### src/rtl/pipeline_stall_controller_pkg.sv
// Shared definitions for the pipeline stall/flush sequencer: state encodings,
// mult/div hold default, control-bundle type and the canonical action bundles.
package pipeline_stall_controller_pkg;

  // Default number of cycles EX is held for a mult/div (must be >= 2).
  localparam int unsigned MD_CYCLES_DEFAULT = 4;

  // Sequencer state encodings.
  localparam logic [1:0] ST_RUN     = 2'd0;
  localparam logic [1:0] ST_MD_BUSY = 2'd1;
  localparam logic [1:0] ST_MD_DONE = 2'd2;
  localparam logic [1:0] ST_BR_LD2  = 2'd3;

  // Every pipeline-register control produced in one cycle.
  typedef struct packed {
    logic pc_write;
    logic if_id_write;
    logic if_flush;
    logic id_ex_write;
    logic id_ex_bubble;
    logic ex_mem_bubble;
    logic md_done;
    logic busy;
  } pipe_ctrl_t;

  // No action: all enables on, no bubbles, no flush.
  function automatic pipe_ctrl_t ctrl_default();
    pipe_ctrl_t c;
    c               = '0;
    c.pc_write      = 1'b1;
    c.if_id_write   = 1'b1;
    c.id_ex_write   = 1'b1;
    return c;
  endfunction

  // FREEZE: hold PC, IF/ID and ID/EX; bubble into EX/MEM.
  function automatic pipe_ctrl_t ctrl_freeze();
    pipe_ctrl_t c;
    c               = ctrl_default();
    c.pc_write      = 1'b0;
    c.if_id_write   = 1'b0;
    c.id_ex_write   = 1'b0;
    c.ex_mem_bubble = 1'b1;
    return c;
  endfunction

  // STALL: hold PC and IF/ID; ID/EX still loads, but a control-zero bubble.
  function automatic pipe_ctrl_t ctrl_stall();
    pipe_ctrl_t c;
    c               = ctrl_default();
    c.pc_write      = 1'b0;
    c.if_id_write   = 1'b0;
    c.id_ex_bubble  = 1'b1;
    return c;
  endfunction

  // FLUSH: squash the instruction in IF while the PC takes the new target.
  function automatic pipe_ctrl_t ctrl_flush();
    pipe_ctrl_t c;
    c               = ctrl_default();
    c.if_flush      = 1'b1;
    return c;
  endfunction

  // Values forced onto the outputs while reset is held.
  function automatic pipe_ctrl_t ctrl_reset();
    pipe_ctrl_t c;
    c               = '0;
    c.if_flush      = 1'b1;
    c.id_ex_bubble  = 1'b1;
    c.ex_mem_bubble = 1'b1;
    return c;
  endfunction

endpackage

### src/rtl/pipeline_stall_controller_sat_counter.sv
// sat_counter: W-bit up-counter that stops at all-ones instead of wrapping.
//   clk  - clock
//   rst  - asynchronous active-high reset (clears q)
//   inc  - count this edge
//   q    - current count
module sat_counter #(
  parameter int unsigned W = 32
) (
  input  logic         clk,
  input  logic         rst,
  input  logic         inc,
  output logic [W-1:0] q
);

  // Increment unless already saturated.
  always_ff @(posedge clk or posedge rst) begin
    if (rst) begin
      q <= '0;
    end else if (inc && (q != {W{1'b1}})) begin
      q <= q + W'(1);
    end
  end

endmodule

### src/rtl/pipeline_stall_controller.sv
// pipeline_stall_controller: central stall/flush sequencer for the 5-stage
// pipeline. Turns single-cycle hazard strobes and the mult/div start strobe
// into PC / IF/ID / ID/EX / EX/MEM enables, bubbles and flushes, including
// multi-cycle stalls, and keeps saturating stall/flush performance counters.
//   clk, rst            - clock, asynchronous active-high reset
//   load_use_hazard     - lw in ID/EX feeds the instruction in ID
//   branch_alu_hazard   - branch in ID needs an ALU result in ID/EX
//   branch_load_hazard  - branch in ID needs a lw result in ID/EX
//   branch_taken, jump  - control transfer resolved in ID
//   md_start            - mult/div sitting in ID/EX
//   pc_write, if_id_write, if_flush, id_ex_write, id_ex_bubble,
//   ex_mem_bubble       - pipeline-register controls (combinational)
//   md_done             - mult/div result advancing into EX/MEM
//   busy                - sequencer not in RUN
//   stall_cycles        - saturating count of cycles with pc_write=0
//   flush_count         - saturating count of cycles with if_flush=1
module pipeline_stall_controller
  import pipeline_stall_controller_pkg::*;
#(
  parameter int unsigned MD_CYCLES = MD_CYCLES_DEFAULT,
  parameter int unsigned CNT_W     = 32
) (
  input  logic             clk,
  input  logic             rst,
  input  logic             load_use_hazard,
  input  logic             branch_alu_hazard,
  input  logic             branch_load_hazard,
  input  logic             branch_taken,
  input  logic             jump,
  input  logic             md_start,
  output logic             pc_write,
  output logic             if_id_write,
  output logic             if_flush,
  output logic             id_ex_write,
  output logic             id_ex_bubble,
  output logic             ex_mem_bubble,
  output logic             md_done,
  output logic             busy,
  output logic [CNT_W-1:0] stall_cycles,
  output logic [CNT_W-1:0] flush_count
);

  localparam int unsigned MD_CNT_W = $clog2(MD_CYCLES);

  logic [1:0]          state;
  logic [1:0]          state_nxt;
  logic [MD_CNT_W-1:0] cnt;
  logic [MD_CNT_W-1:0] cnt_nxt;
  pipe_ctrl_t          ctrl;

  // State and mult/div hold counter.
  always_ff @(posedge clk or posedge rst) begin
    if (rst) begin
      state <= ST_RUN;
      cnt   <= '0;
    end else begin
      state <= state_nxt;
      cnt   <= cnt_nxt;
    end
  end

  // Next state and zero-latency controls.
  always_comb begin
    state_nxt = state;
    cnt_nxt   = cnt;
    ctrl      = ctrl_default();

    unique case (state)
      ST_RUN, ST_MD_DONE: begin
        state_nxt = ST_RUN;
        // In MD_DONE md_start still reflects the departing mult/div.
        if ((state == ST_RUN) && md_start) begin
          ctrl      = ctrl_freeze();
          state_nxt = ST_MD_BUSY;
          cnt_nxt   = MD_CNT_W'(MD_CYCLES - 2);
        end else if (branch_load_hazard) begin
          ctrl      = ctrl_stall();
          state_nxt = ST_BR_LD2;
        end else if (load_use_hazard || branch_alu_hazard) begin
          ctrl      = ctrl_stall();
        end else if (branch_taken || jump) begin
          ctrl      = ctrl_flush();
        end
        ctrl.md_done = (state == ST_MD_DONE);
      end

      ST_MD_BUSY: begin
        ctrl = ctrl_freeze();
        if (cnt == '0) begin
          state_nxt = ST_MD_DONE;
        end else begin
          cnt_nxt = cnt - MD_CNT_W'(1);
        end
      end

      ST_BR_LD2: begin
        // Branch re-evaluates in RUN once the load data can be forwarded.
        ctrl      = ctrl_stall();
        state_nxt = ST_RUN;
      end

      default: begin
        state_nxt = ST_RUN;
      end
    endcase

    ctrl.busy = (state != ST_RUN);

    if (rst) begin
      ctrl = ctrl_reset();
    end
  end

  assign pc_write      = ctrl.pc_write;
  assign if_id_write   = ctrl.if_id_write;
  assign if_flush      = ctrl.if_flush;
  assign id_ex_write   = ctrl.id_ex_write;
  assign id_ex_bubble  = ctrl.id_ex_bubble;
  assign ex_mem_bubble = ctrl.ex_mem_bubble;
  assign md_done       = ctrl.md_done;
  assign busy          = ctrl.busy;

  // Performance counters.
  sat_counter #(.W(CNT_W)) u_stall_cnt (
    .clk (clk),
    .rst (rst),
    .inc (~ctrl.pc_write),
    .q   (stall_cycles)
  );

  sat_counter #(.W(CNT_W)) u_flush_cnt (
    .clk (clk),
    .rst (rst),
    .inc (ctrl.if_flush),
    .q   (flush_count)
  );

endmodule
### config.mk
export PLATFORM = sky130hd
export DESIGN_NAME = pipeline_stall_controller
export DESIGN_NICKNAME = d
export VERILOG_FILES = /design/src/rtl/pipeline_stall_controller_pkg.sv /design/src/rtl/pipeline_stall_controller_sat_counter.sv /design/src/rtl/pipeline_stall_controller.sv
export SDC_FILE = /design/constraint.sdc
export NUM_CORES = 1
export LEC_CHECK = 0
export ABC_CLOCK_PERIOD_IN_PS = 8130
export CORE_ASPECT_RATIO = 0.7
export CORE_MARGIN = 2
export CORE_UTILIZATION = 33
export DETAILED_ROUTE_END_ITERATION = 12
export SLEW_MARGIN = 20
export SYNTH_ARGS = -nofsm -noshare
export SYNTH_HDL_FRONTEND = slang
export SYNTH_SLANG_ARGS = --single-unit
export TNS_END_PERCENT = 1
### constraint.sdc
create_clock -name clk -period 8.13 [get_ports clk]
set_input_delay 1.2195 -clock clk [delete_from_list [all_inputs] [get_ports clk]]
set_output_delay 1.2195 -clock clk [all_outputs]
set_load 0.005 [all_outputs]
# Word-level counts from Yosys, hierarchy flattened
# Cells that the tools add are included.
[totals] regBits=68 output_inout_bits=72 elab_cells=40
[op_classes] add_sub_neg=3 eq_ne=8 n_mux=13 n_bitwise=1 reduce_logical=11
[op_table] operator="$add A32 B1 Y32 const B" n=2
[op_table] operator="$ne A32 B32 Y1 const B" n=2
[op_table] operator="$mux W8" n=4
[op_table] operator="$pmux W8 S3" n=1
[op_table] operator="$mux W2" n=5
[op_table] operator="$mux W6" n=1
[op_table] operator="$ne A2 B2 Y1 const B" n=3
[op_table] operator="$pmux W2 S3" n=1
[op_table] operator="$eq A2 B2 Y1 const B" n=2
[op_table] operator="$logic_not A2 Y1" n=2
[op_table] operator="$pmux W2 S2" n=1
[op_table] operator="$reduce_bool A2 Y1" n=2
[op_table] operator="$logic_and A1 B1 Y1" n=3
[op_table] operator="$reduce_and A3 Y1" n=1
[op_table] operator="$eq A2 B1 Y1 const B" n=1
[op_table] operator="$logic_or A1 B1 Y1" n=2
[op_table] operator="$reduce_or A2 Y1" n=1
[op_table] operator="$sub A2 B1 Y2 const B" n=1
[op_table] operator="$not A1 Y1" n=1

# Longest topological paths before layout
# Gate-level depths: netlist of the first run.
[depth] word_depth=9 depth_mapped=8 mapped_depth_nobuf=6

# By module
# A second synthesis of the first run with hierarchy kept.
[unflattened] cells_unflattened=328 hier_area_um2=3499.6
[by_module_without_submodules] module="sat_counter at u_flush_cnt" instances=1 cells_each=153 area_each_um2=1635.3 seq_area_each_um2=800.8
[by_module_without_submodules] module="sat_counter at u_stall_cnt" instances=1 cells_each=139 area_each_um2=1561.5 seq_area_each_um2=800.8
[by_module_without_submodules] module="pipeline_stall_controller" instances=1 cells_each=36 area_each_um2=302.8 seq_area_each_um2=100.1

# Least setup slack after synthesis of the first run
# OpenSTA, ideal clock, no wires.
[synth_path] kind="in2out" start="in rst" end="out pc_write" t_arrival_ps=3304 setup_slack_ps=3606 stages=4 n_path_buf=1 path_cell_list="inv_1 > nand3_1 > inv_1 > buf_4"
[synth_via] elab_chain_cells=1
[synth_rtl] item="start: declaration" line="pipeline_stall_controller.sv:24" rtl="input logic rst,"
[synth_rtl] item="$mux W8" line="pipeline_stall_controller.sv:109" rtl="if (rst) begin"
[synth_rtl] item="end: declaration" line="pipeline_stall_controller.sv:31" rtl="output logic pc_write,"
# No other way between the ends.

# Worst setup path in the final report of the first run
[layout_path] start="in rst" end="out id_ex_write"
[layout_via] elab_chain_cells=1
[layout_rtl] item="$mux W8" line="pipeline_stall_controller.sv:109"
[layout_rtl] item="end: declaration" line="pipeline_stall_controller.sv:34" rtl="output logic id_ex_write,"
# No other way between the ends.

==> results of run 1 <==
==> final cells by class <==
class | count | share of cell area (%)
clock buffers | 9 | 4.82
clock inverters | 7 | 1.45
inverters | 11 | 0.910
multi-input cells | 239 | 35.8
flip-flops and latches | 68 | 36.4
well taps | 132 | 3.53
repair buffers | 80 | 17.1
==> metal layers <==
| layer | routed length, µm | vias to the layer above |
|---|---|---|
| li1 | - | 1337 |
| met1 | 4410 | 1362 |
| met2 | 3450 | 64 |
| met3 | 364 | 2 |
| met4 | 40 | 0 |
| met5 | 0 | - |
==> power by group through the flow <==
stage | logic, mW | registers, mW | clock network [mW]
after CTS | 0.233 | 0.458 | 0.391
after global routing | 0.255 | 0.469 | 0.406
after global placement | 0.226 | 0.461 | 0
after floorplan | 0.128 | 0.445 | 0
after detailed placement | 0.232 | 0.463 | 0
final | 0.230 | 0.457 | 0.381
==> cells in the mapped netlist, types with 2 or more instances <==
| cell type | n |
|---|---|
| or2_2 | 4 |
| and2_1 | 3 |
| a31oi_1 | 5 |
| clkbuf_1 | 3 |
| mux2_2 | 3 |
| nand3_1 | 21 |
| inv_1 | 10 |
| nor4_1 | 5 |
| nand4b_1 | 2 |
| o21ai_0 | 3 |
| xnor2_1 | 33 |
| nand4_2 | 2 |
| nand2_1 | 26 |
| dfrtp_1 | 68 |
| or4_1 | 2 |
| nor4_4 | 3 |
| ha_1 | 3 |
| nand4_1 | 25 |
| xor2_1 | 28 |
| nor2_1 | 19 |
| nor3_1 | 13 |
| and4_1 | 2 |
| nand2b_1 | 2 |
| buf_2 | 2 |
| and3_1 | 14 |
| or3_4 | 2 |
==> worst max-delay path by stage <==
stage / endpoint / slack (ps)
finish: id_ex_write / 3660
global route: id_ex_write / 3380
CTS: id_ex_write / 3590
detailed placement: id_ex_write / 3590
global placement: id_ex_write / 3620
floorplan: pc_write / 3610
==> per-stage QoR <==
step                setup WS [ps]  hold WS [ps]  util (%)
floorplan                    3610           481         -
global placement             3620           484      42.6
detailed placement           3590           480      42.6
CTS                          3590           495      45.5
global route                 3380           512      45.5
finish                       3660           490      45.5
==> cell usage in the layout (no fill, tap or decap), types with 2 or more instances in the layout <==
master / count
nor2_1: 19
nor3_1: 13
nor4_1: 5
nand3_1: 21
nand4b_1: 2
xor2_1: 28
or4_1: 2
or3_4: 2
inv_1: 9
and4_1: 2
nand4_1: 25
and3_1: 14
a31oi_1: 5
clkbuf_16: 9
nand4_2: 2
mux2_2: 3
xnor2_1: 33
ha_1: 3
nand2_1: 26
clkdlybuf4s50_1: 79
clkinvlp_4: 3
clkinv_2: 4
o21ai_0: 3
nand2b_1: 2
nor4_4: 3
dfrtp_1: 68
and2_1: 3
or2_2: 4
==> cell families (layout without fill, tap and decap cells) <==
kind of cell             after synthesis  count (layout)  share of synthesized area (%)
AO/OA/AOI/OAI                         18              18                           4.09
XOR/XNOR                              61              61                           15.5
adder cells (fa/ha/maj)                3               3                           1.09
buffers and inverters                 18             107                           2.39
flip-flops                            68              68                           49.2
multiplexers                           3               3                          0.977
AND/OR/NAND/NOR                      154             154                           26.8
==> registers in the layout, indices dropped and copies added (netlist names) <==
register and count:
u_stall_cnt.q 32, state 2, cnt 2, u_flush_cnt.q 32
==> results.ini, run 1 <==
[synthesis]
synth_edf_count = 0
ys_async_sr_fraction_pct = 100
ys.warnings.count = 0
yosysTopAreaCell = dfrtp_1
synthTopCellsByArea = dfrtp_1 49%, xnor2_1 8.4%, xor2_1 7.1%
ys_seq_elements = 68
synthesis.area_um2 = 3460
ys_types = 48
seq_area_frac_synth_pct = 49.2
avgSynthCellArea_um2 = 10.6
synth_top_area_share_pct = 49.2
syn-num-nets = 336
ys.flop_type = dfrtp_1
synth_cells = 325

[timing]
rsz0062_at_grt = false
hold_viol = 0
drv_slew = 0
slew_headroom_pct = 31.1
worstMarginPinSlew_ps = 1030
min_period_ps = 4470
fmax_mhz = 224
finClkSkew_ps = 5.16
fin_tns_setup_ps = 0
period_share_pct = 55.0
setup_viol = 0

[critical_path]
cp_slowest_cell = buf_4
r2r-end = u_flush_cnt.q[1]$_DFFE_PP0P_
r2r_slack_ps = 5640
worst_setup_path_start_kind = primary input
crit_family = buffers and inverters
cp-startpoint = rst
end_kind = output port
r2r_start = state[0]$_DFFE_PP0P_
cp_max_fo = 70
path_cells = clkdlybuf4s50_1, inv_2, buf_4, nand2_1, inv_1, clkdlybuf4s50_1
crit_type = primary input to output port
reg2reg_depth = 4
crit_arrival_ps = 3250
worstPathRequired_ps = 6910
cp_slowest_stage_delay_ps = 690
cp_num_cells = 6
critPathBufInv = 5
cpMostUsedCell = clkdlybuf4s50_1

[cts]
clock-sinks = 68
clock_latency_ps = 320
clock_path_buffers = 2
postCtsHoldBufs = 0
cts_tree = done
cts_resized = 0
cts.htree.levels = 3
numCtsBuffers = 9
cts_root_buf = clkbuf_16
clk_pin_slew_ps = 60
post_cts_buffers = 0

[global_routing]
grt_overflow_total = 0
groute.usage.overall_pct = 14.9
top_usage_layer = met1
grtUsageMet1_pct = 22.9
grt_pass1_wl_mm = 13.3
grt_pass1_vias = 2582
grt_use_met3_pct = 4.27
grt_max_degree = 71
grtUsageMet2_pct = 20.4
antenna_found_initial = 0

[hold_path]
hold_start = u_flush_cnt.q[23]$_DFFE_PP0P_
min_to = u_flush_cnt.q[23]$_DFFE_PP0P_
whs_path_depth = 1
hold_path_class = register to register

[drt]
drt-initial-drc-count = 185
drt-vias-per-instance = 5.06
vias = 2765
wl_mm = 8.27
wl_per_cell_um = 15.1
ant_nets = 0
drt_pre_antenna_iters = 4
post-route-drc-count = 0

[layout]
syn2layout_area_growth_pct = 35.2
multi_input_area_um2 = 1670
regArea_um2 = 1700
antenna_cells = 0
fin_cells = 546
final_layout_size_suffix_gt1_share_pct = 9.90
fillers = 948
fin_nets = 420
stdcell_area_um2 = 4670

[flow_run]
maxCapViolCount = 0

[floorplan]
fp-row-count = 31
dieArea_um2 = 11300
start_util_pct = 33.6
die_x_um = 126
ios = 80
core_um2 = 10300
dieHeight_um = 89.6

[power_and_ir_drop]
p_leak_nw = 1.99
p_clk_share_pct = 35.7
max-vdd-ir-drop_mv = 0.110
intPower_uw = 760
power_density_nw_per_um2 = 228
power.switching_uw = 307
combPwrFrac_pct = 21.5
p_seq_share_pct = 42.8
power.total_mw = 1.07
swShare_pct = 28.8

[place]
placed_cells = 530
routabilityCongestion = 0.807
port-buffer-count = 79
dp_hpwl_mm = 5.99
dpl_cell_area_um2 = 4380

[outcome]
status = complete, no violations

(Power assumes the default switching activity.)
==> run 2: changes to the inputs <==
--- a/config.mk
+++ b/config.mk
@@ -5,7 +5,7 @@
 export SDC_FILE = /design/constraint.sdc
 export NUM_CORES = 1
 export LEC_CHECK = 0
-export ABC_CLOCK_PERIOD_IN_PS = 8130
+export ABC_CLOCK_PERIOD_IN_PS = 3900
 export CORE_ASPECT_RATIO = 0.7
 export CORE_MARGIN = 2
 export CORE_UTILIZATION = 33
==> constraint.sdc (replaced) <==
create_clock -name clk -period 3.9 [get_ports clk]
set_input_delay 0.585 -clock clk [delete_from_list [all_inputs] [get_ports clk]]
set_output_delay 0.585 -clock clk [all_outputs]
set_load 0.005 [all_outputs]
==> run 2 against run 1 <==
- routed wire length up 2.4%
- power up 110%
- first-iteration DRC count down 17%
- register-to-register slack worse by 4200 ps
- sequential share of layout area about the same
- clock skew down 0.64 ps
- worst setup slack worse by 2800 ps
- cell count up 0.18%
- largest power group unchanged
==> results.ini, run 2 (synthesized netlist as in run 1, its figures left out) <==
[layout]
antenna_cells = 0  ; unchanged
regArea_um2 = 1700  ; unchanged
final_util_pct = 45.4  ; about the same
reg_top3 = u_flush_cnt.q (32), u_stall_cnt.q (32)
multi_input_area_um2 = 1670  ; unchanged
fin_nets = 421  ; +0.24%
layout_commonest_cell = clkdlybuf4s50_1
syn2layout_area_growth_pct = 35.1  ; about the same
stdcell_area_um2 = 4670  ; about the same
fillers = 992  ; +4.6%
layout_common_cells = 79 x clkdlybuf4s50_1, 68 x dfrtp_1, 33 x xnor2_1
final_layout_size_suffix_gt1_share_pct = 9.40  ; -0.51 points

[timing]
period_share_pct = 78.4
drv_slew = 0  ; unchanged
finClkSkew_ps = 4.52  ; -0.637 ps
fmax_mhz = 327
setup_viol = 0  ; unchanged
rsz0062_at_grt = false
worstMarginPinSlew_ps = 898  ; -131 ps
fin_tns_setup_ps = 0  ; unchanged
slew_headroom_pct = 39.9  ; +8.8 points
min_period_ps = 3060
hold_viol = 0  ; unchanged

[critical_path]
cp_max_fo = 4  ; -94%
cp-startpoint = jump
worstPathRequired_ps = 3310  ; -3600 ps
critPathBufInv = 3  ; -2
r2r_start = u_flush_cnt.q[0]$_DFFE_PP0P_
crit_family = buffers and inverters
crit_type = primary input to output port
end_kind = output port
cp_slowest_cell = clkdlybuf4s50_1
worst_setup_path_start_kind = primary input
path_cells = clkdlybuf4s50_1, or2_2, a31oi_1, clkinv_2, clkdlybuf4s50_1
crit_arrival_ps = 2470  ; -780 ps
cp_slowest_stage_delay_ps = 500  ; -190 ps
cpMostUsedCell = clkdlybuf4s50_1

[global_routing]
grt_pass1_vias = 2698  ; +4.5%
antenna_found_initial = 0  ; unchanged
grt_pass1_wl_mm = 14.0  ; +5.3%
grt_overflow_total = 0  ; unchanged
grt_max_degree = 56  ; -21%
groute.usage.overall_pct = 15.8  ; +0.88 points

[power_and_ir_drop]
p_leak_nw = 2.00  ; +0.38%
p_clk_share_pct = 34.9  ; -0.8 points
power_density_nw_per_um2 = 471  ; +110%
power.switching_uw = 622  ; +100%
p_seq_share_pct = 43.2  ; +0.4 points
combPwrFrac_pct = 21.9  ; +0.4 points
swShare_pct = 28.3  ; -0.48 points
intPower_mw = 1.58  ; +110%
max-vdd-ir-drop_mv = 0.220  ; +100%

[floorplan]
start_util_pct = 33.6  ; unchanged
dieHeight_um = 89.6  ; unchanged
fp-row-count = 31  ; unchanged
die_x_um = 126  ; unchanged
dieArea_um2 = 11300  ; unchanged
ios = 80  ; unchanged
core_um2 = 10300  ; unchanged

[cts]
post_cts_buffers = 0  ; unchanged
cts_root_buf = clkbuf_16
postCtsHoldBufs = 0  ; unchanged
clock_latency_ps = 330  ; about the same
cts_resized = 0  ; unchanged
clock-sinks = 68  ; unchanged
numCtsBuffers = 9  ; unchanged
clock_path_buffers = 2  ; unchanged
cts.htree.levels = 3  ; unchanged
clk_pin_slew_ps = 50  ; about the same
cts_tree = done

[place]
dpl_cell_area_um2 = 4390  ; +0.17%
dp_hpwl_mm = 6.18  ; +3.2%
port-buffer-count = 79  ; unchanged
routabilityCongestion = 0.815  ; +0.99%

[drt]
drt-vias-per-instance = 5.11  ; +0.83%
wl_mm = 8.47  ; +2.4%
post-route-drc-count = 0  ; unchanged
drt_pre_antenna_iters = 4  ; unchanged
drt-initial-drc-count = 154  ; -17%
ant_nets = 0  ; unchanged
vias = 2793  ; +1.0%
wl_per_cell_um = 15.5  ; +2.3%

[flow_run]
maxCapViolCount = 0  ; unchanged

[outcome]
status = complete, no violations

[hold_path]
hold_path_class = register to register
hold_start = u_flush_cnt.q[23]$_DFFE_PP0P_

-- run 2: cell count changes in the layout (fill, tap and decap cells not counted), sizes merged --
| cell | before | now |
|---|---|---|
| clkinv | 4 | 2 |
| clkbuf | 9 | 15 |
| buf | 1 | 2 |
| bufinv | 1 | 0 |
| clkinvlp | 3 | 0 |
-- run 2: path summary, 6_finish.rpt --
check                                           endpoint  slack [ps]  depth (start not counted)
max reg2reg                u_flush_cnt.q[19]$_DFFE_PP0P_        1400                          6
min in group asynchronous  u_flush_cnt.q[21]$_DFFE_PP0P_         680                          2
min                        u_flush_cnt.q[23]$_DFFE_PP0P_         500                          1
max in group asynchronous   u_flush_cnt.q[4]$_DFFE_PP0P_        2190                          3
min reg2reg                u_flush_cnt.q[23]$_DFFE_PP0P_         500                          1
max                                             if_flush         840                          5
-- run 2: layout make-up --
type                    instances  area share [%]
clock buffers                  15            5.95
clock inverters                 1           0.107
inverters                      11           0.911
multi-input cells             239            35.8
flip-flops and latches         68            36.4
well taps                     132            3.54
repair buffers                 81            17.3
-- run 2: power by group through the flow --
stage                     registers, mW  logic (mW)  clock network [mW]
after floorplan                   0.927       0.266                   0
after global placement            0.961       0.473                   0
after detailed placement          0.964       0.489                   0
after CTS                         0.953       0.490               0.796
after global routing              0.978       0.536               0.822
final                             0.950       0.483               0.768
-- run 2: routing by layer --
layer	share of wire, %	global-route usage [%]
met2	42	21.7
met5	0	0
met4	1.3	5.39
met1	52	23.6
met3	4.1	4.50
-- run 2: metrics by stage --
step / setup WS, ps / instances / hold slack, ps / power, mW
3_3_place_gp: 888 / 531 / 485 / 1.43
5_1_grt: 782 / 547 / 510 / 2.34
6_report: 841 / 547 / 497 / 2.20
2_1_floorplan: 645 / 325 / 481 / 1.19
3_5_place_dp: 838 / 531 / 485 / 1.45
4_1_cts: 840 / 547 / 499 / 2.24
==> patch: new RTL, config.mk and constraints of run 2 <==
Put a register stage on the output `flush_count`. The value now appears one clock later. The other outputs are not delayed to match. Comments in the files are not updated.
--- a/src/rtl/pipeline_stall_controller.sv
+++ b/src/rtl/pipeline_stall_controller.sv
@@ -43,2 +43,4 @@
   localparam int unsigned MD_CNT_W = $clog2(MD_CYCLES);
+
+  logic [CNT_W-1:0] flush_count_d;
 
@@ -134,5 +136,9 @@
     .inc (ctrl.if_flush),
-    .q   (flush_count)
+    .q   (flush_count_d)
   );
 
+  always_ff @(posedge clk) begin
+    flush_count <= flush_count_d;
+  end
+
 endmodule
Formal check against the unedited RTL: not equivalent (Yosys sat finds a counterexample within 4 cycles, from zero or initial values and one cycle with rst high).
==> patch against run 2 <==
Area after synthesis rose by 17%. Combinational power up 1%. First-iteration DRC count grew 13%. Critical endpoint is now pc_write. Power increased by 22%. Critical path type unchanged. Fmax rose by 6.0%. Register-to-register slack better by 90 ps. Design area up 14%. Sequential cell count is 32 higher. Worst setup slack improved by 170 ps. Wire length shrank 2.9%. Critical path depth did not move.
==> patch: results (changes against run 2) <==
Reg2Reg Setup Slack 1490 ps (+90 ps); Filler Cell Count 1,141 (+15%); Worst Setup EP pc_write; share of cells above drive strength 1 0.0805 (-0.0135); Hold Path Stages 0 (-1); Peak VDD IR 0.257 mV (+17%); dpl hpwl 6.05 mm (-2.1%); drt via density 4.69 (-8.1%); Placed Cells incl. Taps 576 (+8.5%); switching power of the nets 0.719 mW (+16%); Max Clk Rate 347 MHz (+6.0%); largest net degree at the start of global routing 37 (-34%); top cells by area, synth dfrtp_1 (42%), dfxtp_1 (16%), xnor2_1 (12%); DR iter-0 viols 174 (+13%); status finished clean; Post-Syn Nets 355 (+5.7%); clk slew on worst S/H paths 70 ps (+20 ps); worst reg2reg startpoint state[0]; largest registers flush_count: 32 flops, u_flush_cnt.q: 32 flops, u_stall_cnt.q: 32 flops; Fin Hold WS 415 ps (-82.8 ps); CP max FO 8 (+4); Final Power 2.68 mW (+22%); leakage power 2.13 nW (+6.6%); r2r endpoint u_flush_cnt.q[1]; Max transition margin 0.366 (-0.0332); synth cell count leaders dfrtp_1 (68), xnor2_1 (53), dfxtp_1 (32), nand3_1 (29), nand2_1 (28)
[patch: cell types whose count changed in the layout (fill, tap and decap cells not counted), moves of 4 or more]
cell / before / now
and4_1: 2 / 8
nor2_1: 19 / 14
a31oi_1: 5 / 1
dfxtp_1: 0 / 32
xor2_1: 28 / 9
and3_1: 14 / 19
nor3_1: 13 / 6
nor4_1: 5 / 0
inv_1: 9 / 5
o21ai_0: 3 / 7
nand3_1: 21 / 29
xnor2_1: 33 / 53
[patch: routing by layer]
| layer | routed length (um) | up-vias | global-route usage |
|---|---|---|---|
| met4 | 90 | 0 | 0.0451 |
| met2 | 3500 | 56 | 0.187 |
| met1 | 4300 | 1329 | 0.195 |
| met3 | 342 | 7 | 0.0417 |
| met5 | 0 | - | 0 |
| li1 | - | 1385 | - |
[patch: layout make-up]
class	count	area share
Sequential cell	100	0.442
Timing Repair Buffer	83	0.155
Multi-Input combinational cell	230	0.305
Clock buffer	12	0.0505
Clock inverter	4	0.00684
Inverter	6	0.00425
Tap cell	157	0.0370
